File: src/rtl/text2_pkg.sv
// Shared timing constants and types for the 640x480@60 Hz text-mode generator.
package text2_pkg;

    // Horizontal timing, in pixel ticks.
    localparam logic [9:0] H_VIS        = 10'd640;
    localparam logic [9:0] H_FP         = 10'd16;
    localparam logic [9:0] H_SYNC       = 10'd96;
    localparam logic [9:0] H_BP         = 10'd48;
    localparam logic [9:0] H_TOTAL      = H_VIS + H_FP + H_SYNC + H_BP;
    localparam logic [9:0] H_SYNC_START = H_VIS + H_FP;
    localparam logic [9:0] H_SYNC_END   = H_VIS + H_FP + H_SYNC;

    // Vertical timing, in lines.
    localparam logic [9:0] V_VIS        = 10'd480;
    localparam logic [9:0] V_FP         = 10'd10;
    localparam logic [9:0] V_SYNC       = 10'd2;
    localparam logic [9:0] V_BP         = 10'd33;
    localparam logic [9:0] V_TOTAL      = V_VIS + V_FP + V_SYNC + V_BP;
    localparam logic [9:0] V_SYNC_START = V_VIS + V_FP;
    localparam logic [9:0] V_SYNC_END   = V_VIS + V_FP + V_SYNC;

    // {R,G,B}, R in the MSB.
    typedef logic [2:0] rgb_t;

endpackage

File: src/rtl/text2_font_rom.sv
// 16-glyph 8x8 hex-digit font ('0'..'9','A'..'F'), registered output.
// Address is {code[3:0], glyph_row[2:0]}; bit 7 of the data is the leftmost pixel.
module text2_font_rom (
    input  logic       clk_i,
    input  logic       rst_ni,
    input  logic       en_i,
    input  logic [6:0] addr_i,
    output logic [7:0] data_o
);

    logic [63:0] glyph;
    logic [7:0]  row_d;
    logic [7:0]  data_q;

    // Glyph lookup; row 0 sits in the top byte.
    always_comb begin
        glyph = 64'h0;
        unique case (addr_i[6:3])
            4'h0: glyph = 64'h3C666E7666663C00;
            4'h1: glyph = 64'h183818181818_7E00;
            4'h2: glyph = 64'h3C66060C30607E00;
            4'h3: glyph = 64'h3C66061C06663C00;
            4'h4: glyph = 64'h0C1C3C6C7E0C0C00;
            4'h5: glyph = 64'h7E607C0606663C00;
            4'h6: glyph = 64'h3C607C6666663C00;
            4'h7: glyph = 64'h7E060C1830303000;
            4'h8: glyph = 64'h3C66663C66663C00;
            4'h9: glyph = 64'h3C66663E060C3800;
            4'hA: glyph = 64'h183C66667E666600;
            4'hB: glyph = 64'h7C66667C66667C00;
            4'hC: glyph = 64'h3C66606060663C00;
            4'hD: glyph = 64'h786C6666666C7800;
            4'hE: glyph = 64'h7E60607C60607E00;
            4'hF: glyph = 64'h7E60607C60606000;
            default: glyph = 64'h0;
        endcase
        row_d = glyph[{3'd7 - addr_i[2:0], 3'b000} +: 8];
    end

    // Output register, advanced only on pixel ticks.
    always_ff @(posedge clk_i or negedge rst_ni) begin
        if (!rst_ni) begin
            data_q <= 8'h00;
        end else if (en_i) begin
            data_q <= row_d;
        end
    end

    assign data_o = data_q;

endmodule

File: src/rtl/text2_export_vga.sv
// VGA text-mode generator: 640x480@60 Hz from a 50 MHz clock, 80x30 cells of 8x16
// pixels showing (col+row) mod 16 as hex digits, per-row foreground on black.
// Two-tick pipeline from counters to pins: tick 1 registers colour, sync, active,
// pixel column and the font row (ROM output register); tick 2 registers pins.
// Optional feature macro: CURSOR_EN (inverse-video blinking cursor at cell 0,0).
module text2_export_vga
    import text2_pkg::*;
(
    input  logic RESET,
    input  logic CLOCK_50,
    output logic VGA_RED,
    output logic VGA_GREEN,
    output logic VGA_BLUE,
    output logic VGA_HSYNC,
    output logic VGA_VSYNC
);

    logic       pix_en_q;
    logic [9:0] hcount_q, hcount_d;
    logic [9:0] vcount_q, vcount_d;
    logic       h_last, v_last;

    // Stage 1 next-state and registers.
    logic [6:0] rom_addr;
    logic [7:0] rom_data;
    logic [4:0] row;
    logic [4:0] row_mod7;
    rgb_t       fg_d, fg_q;
    logic [2:0] bit_sel_q;
    logic       active_d, active_q;
    logic       hs_d, hs1_q;
    logic       vs_d, vs1_q;
    logic       inv_d, inv_q;

    // Output stage.
    logic       pix;
    rgb_t       rgb_d, rgb_q;
    logic       hsync_q, vsync_q;

    // 25 MHz tick: pix_en alternates every system clock.
    always_ff @(posedge CLOCK_50 or negedge RESET) begin
        if (!RESET) begin
            pix_en_q <= 1'b0;
        end else begin
            pix_en_q <= ~pix_en_q;
        end
    end

    assign h_last = (hcount_q == H_TOTAL - 10'd1);
    assign v_last = (vcount_q == V_TOTAL - 10'd1);

    // Raster counter next-state.
    always_comb begin
        hcount_d = hcount_q;
        vcount_d = vcount_q;
        if (pix_en_q) begin
            if (h_last) begin
                hcount_d = 10'd0;
                vcount_d = v_last ? 10'd0 : vcount_q + 10'd1;
            end else begin
                hcount_d = hcount_q + 10'd1;
            end
        end
    end

    // Raster counter registers.
    always_ff @(posedge CLOCK_50 or negedge RESET) begin
        if (!RESET) begin
            hcount_q <= 10'd0;
            vcount_q <= 10'd0;
        end else begin
            hcount_q <= hcount_d;
            vcount_q <= vcount_d;
        end
    end

`ifdef CURSOR_EN
    logic [5:0] frame_q;

    // Frame counter for the cursor blink; bit 5 flips every 32 frames.
    always_ff @(posedge CLOCK_50 or negedge RESET) begin
        if (!RESET) begin
            frame_q <= 6'd0;
        end else if (pix_en_q && h_last && v_last) begin
            frame_q <= frame_q + 6'd1;
        end
    end

    // Cursor cell is inverted while the blink phase bit is low.
    always_comb begin
        inv_d = (hcount_q[9:3] == 7'd0) && (vcount_q[9:4] == 6'd0) && !frame_q[5];
    end
`else
    // No cursor: nothing is ever inverted.
    always_comb begin
        inv_d = 1'b0;
    end
`endif

    // Text mapping, colour, sync and blanking decode from the current counters.
    always_comb begin
        row      = vcount_q[8:4];
        row_mod7 = row % 5'd7;
        fg_d     = row_mod7[2:0] + 3'd1;
        // 4-bit sum of col and row low nibbles is (col+row) mod 16.
        rom_addr = {hcount_q[6:3] + vcount_q[7:4], vcount_q[3:1]};
        active_d = (hcount_q < H_VIS) && (vcount_q < V_VIS);
        hs_d     = !((hcount_q >= H_SYNC_START) && (hcount_q < H_SYNC_END));
        vs_d     = !((vcount_q >= V_SYNC_START) && (vcount_q < V_SYNC_END));
    end

    text2_font_rom u_font_rom (
        .clk_i  (CLOCK_50),
        .rst_ni (RESET),
        .en_i   (pix_en_q),
        .addr_i (rom_addr),
        .data_o (rom_data)
    );

    // Stage 1: side-band values that travel alongside the font ROM read.
    always_ff @(posedge CLOCK_50 or negedge RESET) begin
        if (!RESET) begin
            fg_q      <= '0;
            bit_sel_q <= 3'd0;
            active_q  <= 1'b0;
            hs1_q     <= 1'b1;
            vs1_q     <= 1'b1;
            inv_q     <= 1'b0;
        end else if (pix_en_q) begin
            fg_q      <= fg_d;
            bit_sel_q <= hcount_q[2:0];
            active_q  <= active_d;
            hs1_q     <= hs_d;
            vs1_q     <= vs_d;
            inv_q     <= inv_d;
        end
    end

    // Pixel select; blanking forces black regardless of glyph or cursor.
    always_comb begin
        pix   = rom_data[3'd7 - bit_sel_q] ^ inv_q;
        rgb_d = (active_q && pix) ? fg_q : '0;
    end

    // Stage 2: pin registers, RGB and syncs aligned.
    always_ff @(posedge CLOCK_50 or negedge RESET) begin
        if (!RESET) begin
            rgb_q   <= '0;
            hsync_q <= 1'b1;
            vsync_q <= 1'b1;
        end else if (pix_en_q) begin
            rgb_q   <= rgb_d;
            hsync_q <= hs1_q;
            vsync_q <= vs1_q;
        end
    end

    assign VGA_RED   = rgb_q[2];
    assign VGA_GREEN = rgb_q[1];
    assign VGA_BLUE  = rgb_q[0];
    assign VGA_HSYNC = hsync_q;
    assign VGA_VSYNC = vsync_q;

endmodule

File: config.mk
export PLATFORM = sky130hd
export DESIGN_NAME = text2_export_vga
export DESIGN_NICKNAME = d
export VERILOG_FILES = /design/src/rtl/text2_pkg.sv /design/src/rtl/text2_font_rom.sv /design/src/rtl/text2_export_vga.sv
export SDC_FILE = /design/constraint.sdc
export NUM_CORES = 1
export LEC_CHECK = 0
export CAP_MARGIN = 20
export CELL_PAD_IN_SITES_DETAIL_PLACEMENT = 1
export CELL_PAD_IN_SITES_GLOBAL_PLACEMENT = 1
export CORE_MARGIN = 2
export CORE_UTILIZATION = 45
export DETAILED_ROUTE_END_ITERATION = 6
export PLACE_DENSITY_LB_ADDON = 0.3
export SLEW_MARGIN = 10
export SYNTH_ARGS = -nofsm -noshare
export SYNTH_HDL_FRONTEND = slang
export SYNTH_SLANG_ARGS = --single-unit
File: constraint.sdc
create_clock -name CLOCK_50 -period 5.2 [get_ports CLOCK_50]
set_clock_uncertainty 0.1 [all_clocks]
set_input_delay 0.52 -clock CLOCK_50 [delete_from_list [all_inputs] [get_ports CLOCK_50]]
set_output_delay 0.52 -clock CLOCK_50 [all_outputs]
set_load 0.02 [all_outputs]
# Word level (Yosys, flattened, before mapping)
# Memory sizes are Yosys's and may differ from the RTL's.
# Index checks and enable logic that the tools add are counted.
[word_totals]
ff_bits = 43
mem_bits_ro = 656
input_bits = 2
out_inout_bits = 5
elab_cells = 43
memories = 1
[memory_table]
columns = ["name", "depth", "width", "rd", "rd_clocked_by_memory_dff", "write_ports", "line", "text"]
rows = [
  ["(no name shown)", 16, 41, 1, 0, 0, "text2_font_rom.sv:18", "unique case (addr_i[6:3])"],
]
[classes]
addsub = 6
n_div = 1
n_lt_le_gt_ge = 7
n_eq_ne = 2
n_shift = 1
n_mux = 5
n_bitwise = 1
reduce_logical = 7
[op_table]
columns = ["op", "n"]
rows = [
  ["indexed part select 64 x 7 -> 8 bit", 1],
  ["adder 10 x 1 -> 10 bit (second input constant)", 2],
  ["== test 10 bit (second input constant)", 2],
  ["< comparator 10 bit (second input constant)", 2],
  ["< comparator 10 x 9 -> 1 bit (second input constant)", 2],
  ["2-to-1 mux 10 bit", 2],
  [">= comparator 10 bit (second input constant)", 1],
  [">= comparator 10 x 9 -> 1 bit (second input constant)", 1],
  ["subtractor 3 bit (first input constant)", 2],
  ["modulo 5 x 3 -> 5 bit (second input constant)", 1],
  ["adder 4 bit", 1],
  ["logical AND 1 bit", 4],
  ["< comparator 3 x 4 -> 1 bit (second input constant)", 1],
  ["adder 3 x 1 -> 3 bit (second input constant)", 1],
  ["binary-select mux 1 bit (select 3 bit)", 1],
  ["2-to-1 mux 3 bit", 1],
  ["logical NOT 1 bit", 2],
  ["AND reduction 2 bit", 1],
  ["2-to-1 mux 1 bit", 1],
  ["inverter 1 bit", 1],
]

# Logic depth before layout (Yosys ltp)
[depth]
ltp_word = 5
ltp_mapped = 11
depth_no_buf = 11

# Cells and area by module
# From an unflattened synthesis, not the netlist that was laid out.
[unflattened]
cells_unflattened = 363
hier_area_um2 = 3191.8
[modules_own_cells]
columns = ["mod", "instances", "cells_each", "area_per_inst_um2", "seq_area_each_um2"]
rows = [
  ["text2_export_vga", 1, 194, 1996.9, 880.8],
  ["text2_font_rom", 1, 169, 1194.9, 150.1],
]

# Worst setup path after synthesis
# OpenSTA, ideal clock, no wires.
[synth_path]
kind = "reg2reg"
startpoint = "register vcount_q[5]"
endpoint = "register u_font_rom.data_q[1], in the netlist u_font_rom.data_o[1]"
t_arrival_ns = 2.871
t_required_ns = 4.974
setup_slack_ns = 2.103
stages_incl_launch_ff = 11
synth_period_minus_slack_ns = 3.097
path_cell_list = "dfrtp_1 clkbuf_1 inv_1 fa_1 inv_1 ha_1 nand2_1 a211oi_1 a2111o_1 o2111ai_1 o32a_1"
[synth_between]
elab_chain_len = 3
[synth_lines]
columns = ["item", "line", "text"]
rows = [
  ["from (decl)", "text2_export_vga.sv:20", "logic [9:0] vcount_q, vcount_d;"],
  ["from (signal assigned)", "text2_export_vga.sv:73", "vcount_q <= vcount_d;"],
  ["adder 4 bit", "text2_export_vga.sv:106", "rom_addr = {hcount_q[6:3] + vcount_q[7:4], vcount_q[3:1]};"],
  ["memory read (16 x 41 bit)", "-", ""],
  ["indexed part select 64 x 7 -> 8 bit", "text2_font_rom.sv:37", "row_d = glyph[{3'd7 - addr_i[2:0], 3'b000} +: 8];"],
  ["to (signal assigned)", "text2_font_rom.sv:45", "data_q <= row_d;"],
  ["to (decl)", "text2_font_rom.sv:13", "logic [7:0] data_q;"],
]
# No other way between the ends.
# A chain may end at the register's enable or synchronous reset.

# Worst setup path in the final report
[layout_path]
startpoint = "register vcount_q[4]"
endpoint = "register u_font_rom.data_q[1], in the netlist u_font_rom.data_o[1]"
# The elaborated chain is that of the path after synthesis.

==> metrics <==
status=completed; Ant. Diodes=0; Worst Hold Slack=243.2 ps; Reg2Reg Setup Slack=1620 ps; synth unique cells=between 60 and 70; Mapped Area=between 0.003 and 0.004 mm^2; most common cell in the netlist=nand2_1; number of enable flip-flop cells after synthesis=0; drt wl/cell=19.27 um; Root Driver=clkbuf_8; Area after DPL=0.003319 mm^2; FILL cells=about 840; worst hold path class=input port to asynchronous set/reset pin; Register Area=0.001031 mm^2; Pre-antenna DRT Iters=5; post-synth net total=409; area of the multi-input gates=0.001997 mm^2; gr ovfl total=0; worst slew pin tran=978.9 ps; Worst EP arrival=approximately 3700 ps; Critical Path Start=vcount_q[4]; die span in x=approximately 90 um; Worst R2R End=u_font_rom.data_o[1]; CP Max Fanout=9; Synth top area share=0.2862; Synthesis Warnings=0; initial antenna violation count=0; Design Power=533.5 uW; max-slew violations=0; RD Place Congestion=approximately 0.96; clock buffer depth=2; number of global-route vias before repair=2977; RSZ-0062 raised after global routing=false; Nets=397; Initial Util=0.4710; Power Density=156.6 mW/mm^2; cell taking the most area after synthesis=dfrtp_1; Fmax achieved=279.0 MHz; Worst R2R Start=vcount_q[4]; Mapped Cells=between 300 and 400; Max-Cap Viols=0; required time worst endpoint=roughly 5300 ps; asr flop ratio synth=1.000; Final Cycle Share=0.6892; count of final hold-check violations=0; CP Launch Type=flop; Port Buf Inserts=6; Routed Wire Length=9.153 mm; clock transition at the registers of the reported paths=about 80 ps; Leak=0.001386 uW; # Post-CTS Setup Buffers=0; GRT Util Overall=0.2516; crit path kind=flop to flop; CTS hold repair buffers=0; Synth Area per Inst=8.296 um^2; fin area=0.003406 mm^2; row count=30; final setup TNS=0 ps; CTS Buf Count=5; Tmin final=3584 ps; Avg Vias per Cell=6.225; initial DRC count=315; I/O Pins=7; worst rel slew slack=0.3468; worst-skew pair later-pin latency=~300 ps; DP Wirelength=6.521 mm; endpoint class of the critical path=flop; crit path to=u_font_rom.data_o[1]; maximum vdd drop=149.2 uV; Vert. Die Dim=88.80 um; final setup vio count=0; commonest cells in the netlist=nand2_1 (38), dfrtp_1 (37), nor2_1 (35); CTS H-tree depth=2; drt drc=0; via count=a little under 3000; Main synth FF type=dfrtp_1; area grow syn2layout=5.259%; Sink Count=41; top post-synthesis cells by area=dfrtp_1 (29%), ha_1 (6.2%), nand2_1 (4.4%), a21oi_1 (4.2%), nor2_1 (4.1%); layout cells sized above 1=0.1029; number of synthesized register bits=41; CTS tree=yes; largest net degree at the start of global routing=between 40 and 50; Die ar.=0.007885 mm^2; core box area=0.006869 mm^2; Routed Antenna Nets=0; first-pass GRT wire length=15.46 mm; Post-CTS Resized=0; worst reg2reg path depth=10; register area share after synthesis=0.3186
## kinds of logic (layout without fill, tap and decap cells)
| logic type | count (synthesis) | after routing | synth area share |
|---|---|---|---|
| XOR/XNOR | 21 | 21 | 0.06148 |
| buffers and inverters | 50 | 39 | 0.06419 |
| AO/OA/AOI/OAI | 113 | 113 | 0.2394 |
| multiplexers | 15 | 15 | 0.04950 |
| AND/OR/NAND/NOR | 133 | 133 | 0.1988 |
| flip-flops | 41 | 41 | 0.3186 |
| adder cells (fa/ha/maj) | 17 | 17 | 0.06806 |
## placed cells by master, fill, tap and decap left out, types with 5 or more instances in the layout
master / count
nand2_1: 38
dfrtp_1: 37
nor2_1: 35
a21oi_1: 27
o21ai_0: 23
inv_1: 18
nand3_1: 18
ha_1: 16
xnor2_1: 15
mux2_2: 8
mux2i_1: 7
nor3_1: 6
nand4_1: 6
nor4_1: 6
buf_4: 6
and3_1: 5
a211oi_1: 5
clkbuf_8: 5
clkdlybuf4s50_1: 5
## state kept, by name (all words and copies together) (netlist names)
name and count:
VGA_VSYNC 1, vs1_q 1, hs1_q 1, pix_en_q 1, active_q 1, bit_sel_q 3
fg_q 3, VGA_HSYNC 1, hcount_q 10, rgb_q 3, vcount_q 10, u_font_rom.data_o 6
## per-layer routing
layer	wire, um	up-vias	track usage
li1	-	1390	-
met1	4336	1472	0.3604
met2	4270	83	0.4009
met3	430	12	0.03265
met4	116	0	0.06612
met5	0	-	0
## layout make-up
class / count / area share
clock buffers: 5 / 0.02021
clock inverters: 3 / 0.005143
inverters: 19 / 0.02094
multi-input cells: 299 / 0.5863
flip-flops and latches: 41 / 0.3027
well taps: 96 / 0.03527
repair buffers: 12 / 0.02939
## worst min-delay path by stage
| stage | endpoint | from | slack [ps] | depth (start not counted) |
|---|---|---|---|---|
| 6_report | u_font_rom.data_o[5] | RESET | 240 | 1 |
| 5_1_grt | u_font_rom.data_o[5] | RESET | 330 | 1 |
| 4_1_cts | u_font_rom.data_o[5] | RESET | 290 | 1 |
| 3_5_place_dp | vs1_q | vs1_q | 390 | 2 |
| 3_3_place_gp | rgb_q[2] | fg_q[2] | 370 | 1 |
| 2_1_floorplan | active_q | RESET | 120 | 0 |
## per-stage QoR
step | setup WS (ps) | std cells | utilization
5_1_grt | 1366 | 475 | 0.4958
2_1_floorplan | 2103 | 390 | -
3_3_place_gp | 1880 | 467 | 0.4832
4_1_cts | 1649 | 475 | 0.4958
6_report | 1616 | 475 | 0.4958
3_5_place_dp | 1714 | 467 | 0.4832
## critical path, cell delays in order (launching register included)
cell and delay [ps]:
dfrtp_1 530, ha_1 260, inv_1 60, fa_1 720, inv_1 230, ha_1 480
nand2_1 150, a211oi_1 320, a2111o_1 160, o2111ai_1 110, o32a_1 350
## power breakdown
| part | internal [uW] | leakage (uW) | switching (uW) |
|---|---|---|---|
| clock network | 92.7 | 0.0000439 | 116 |
| registers | 319 | 0.000499 | 0 |
| logic | 0.272 | 0.000843 | 5.91 |
Note: power is estimated with default switching activity, not from simulation.
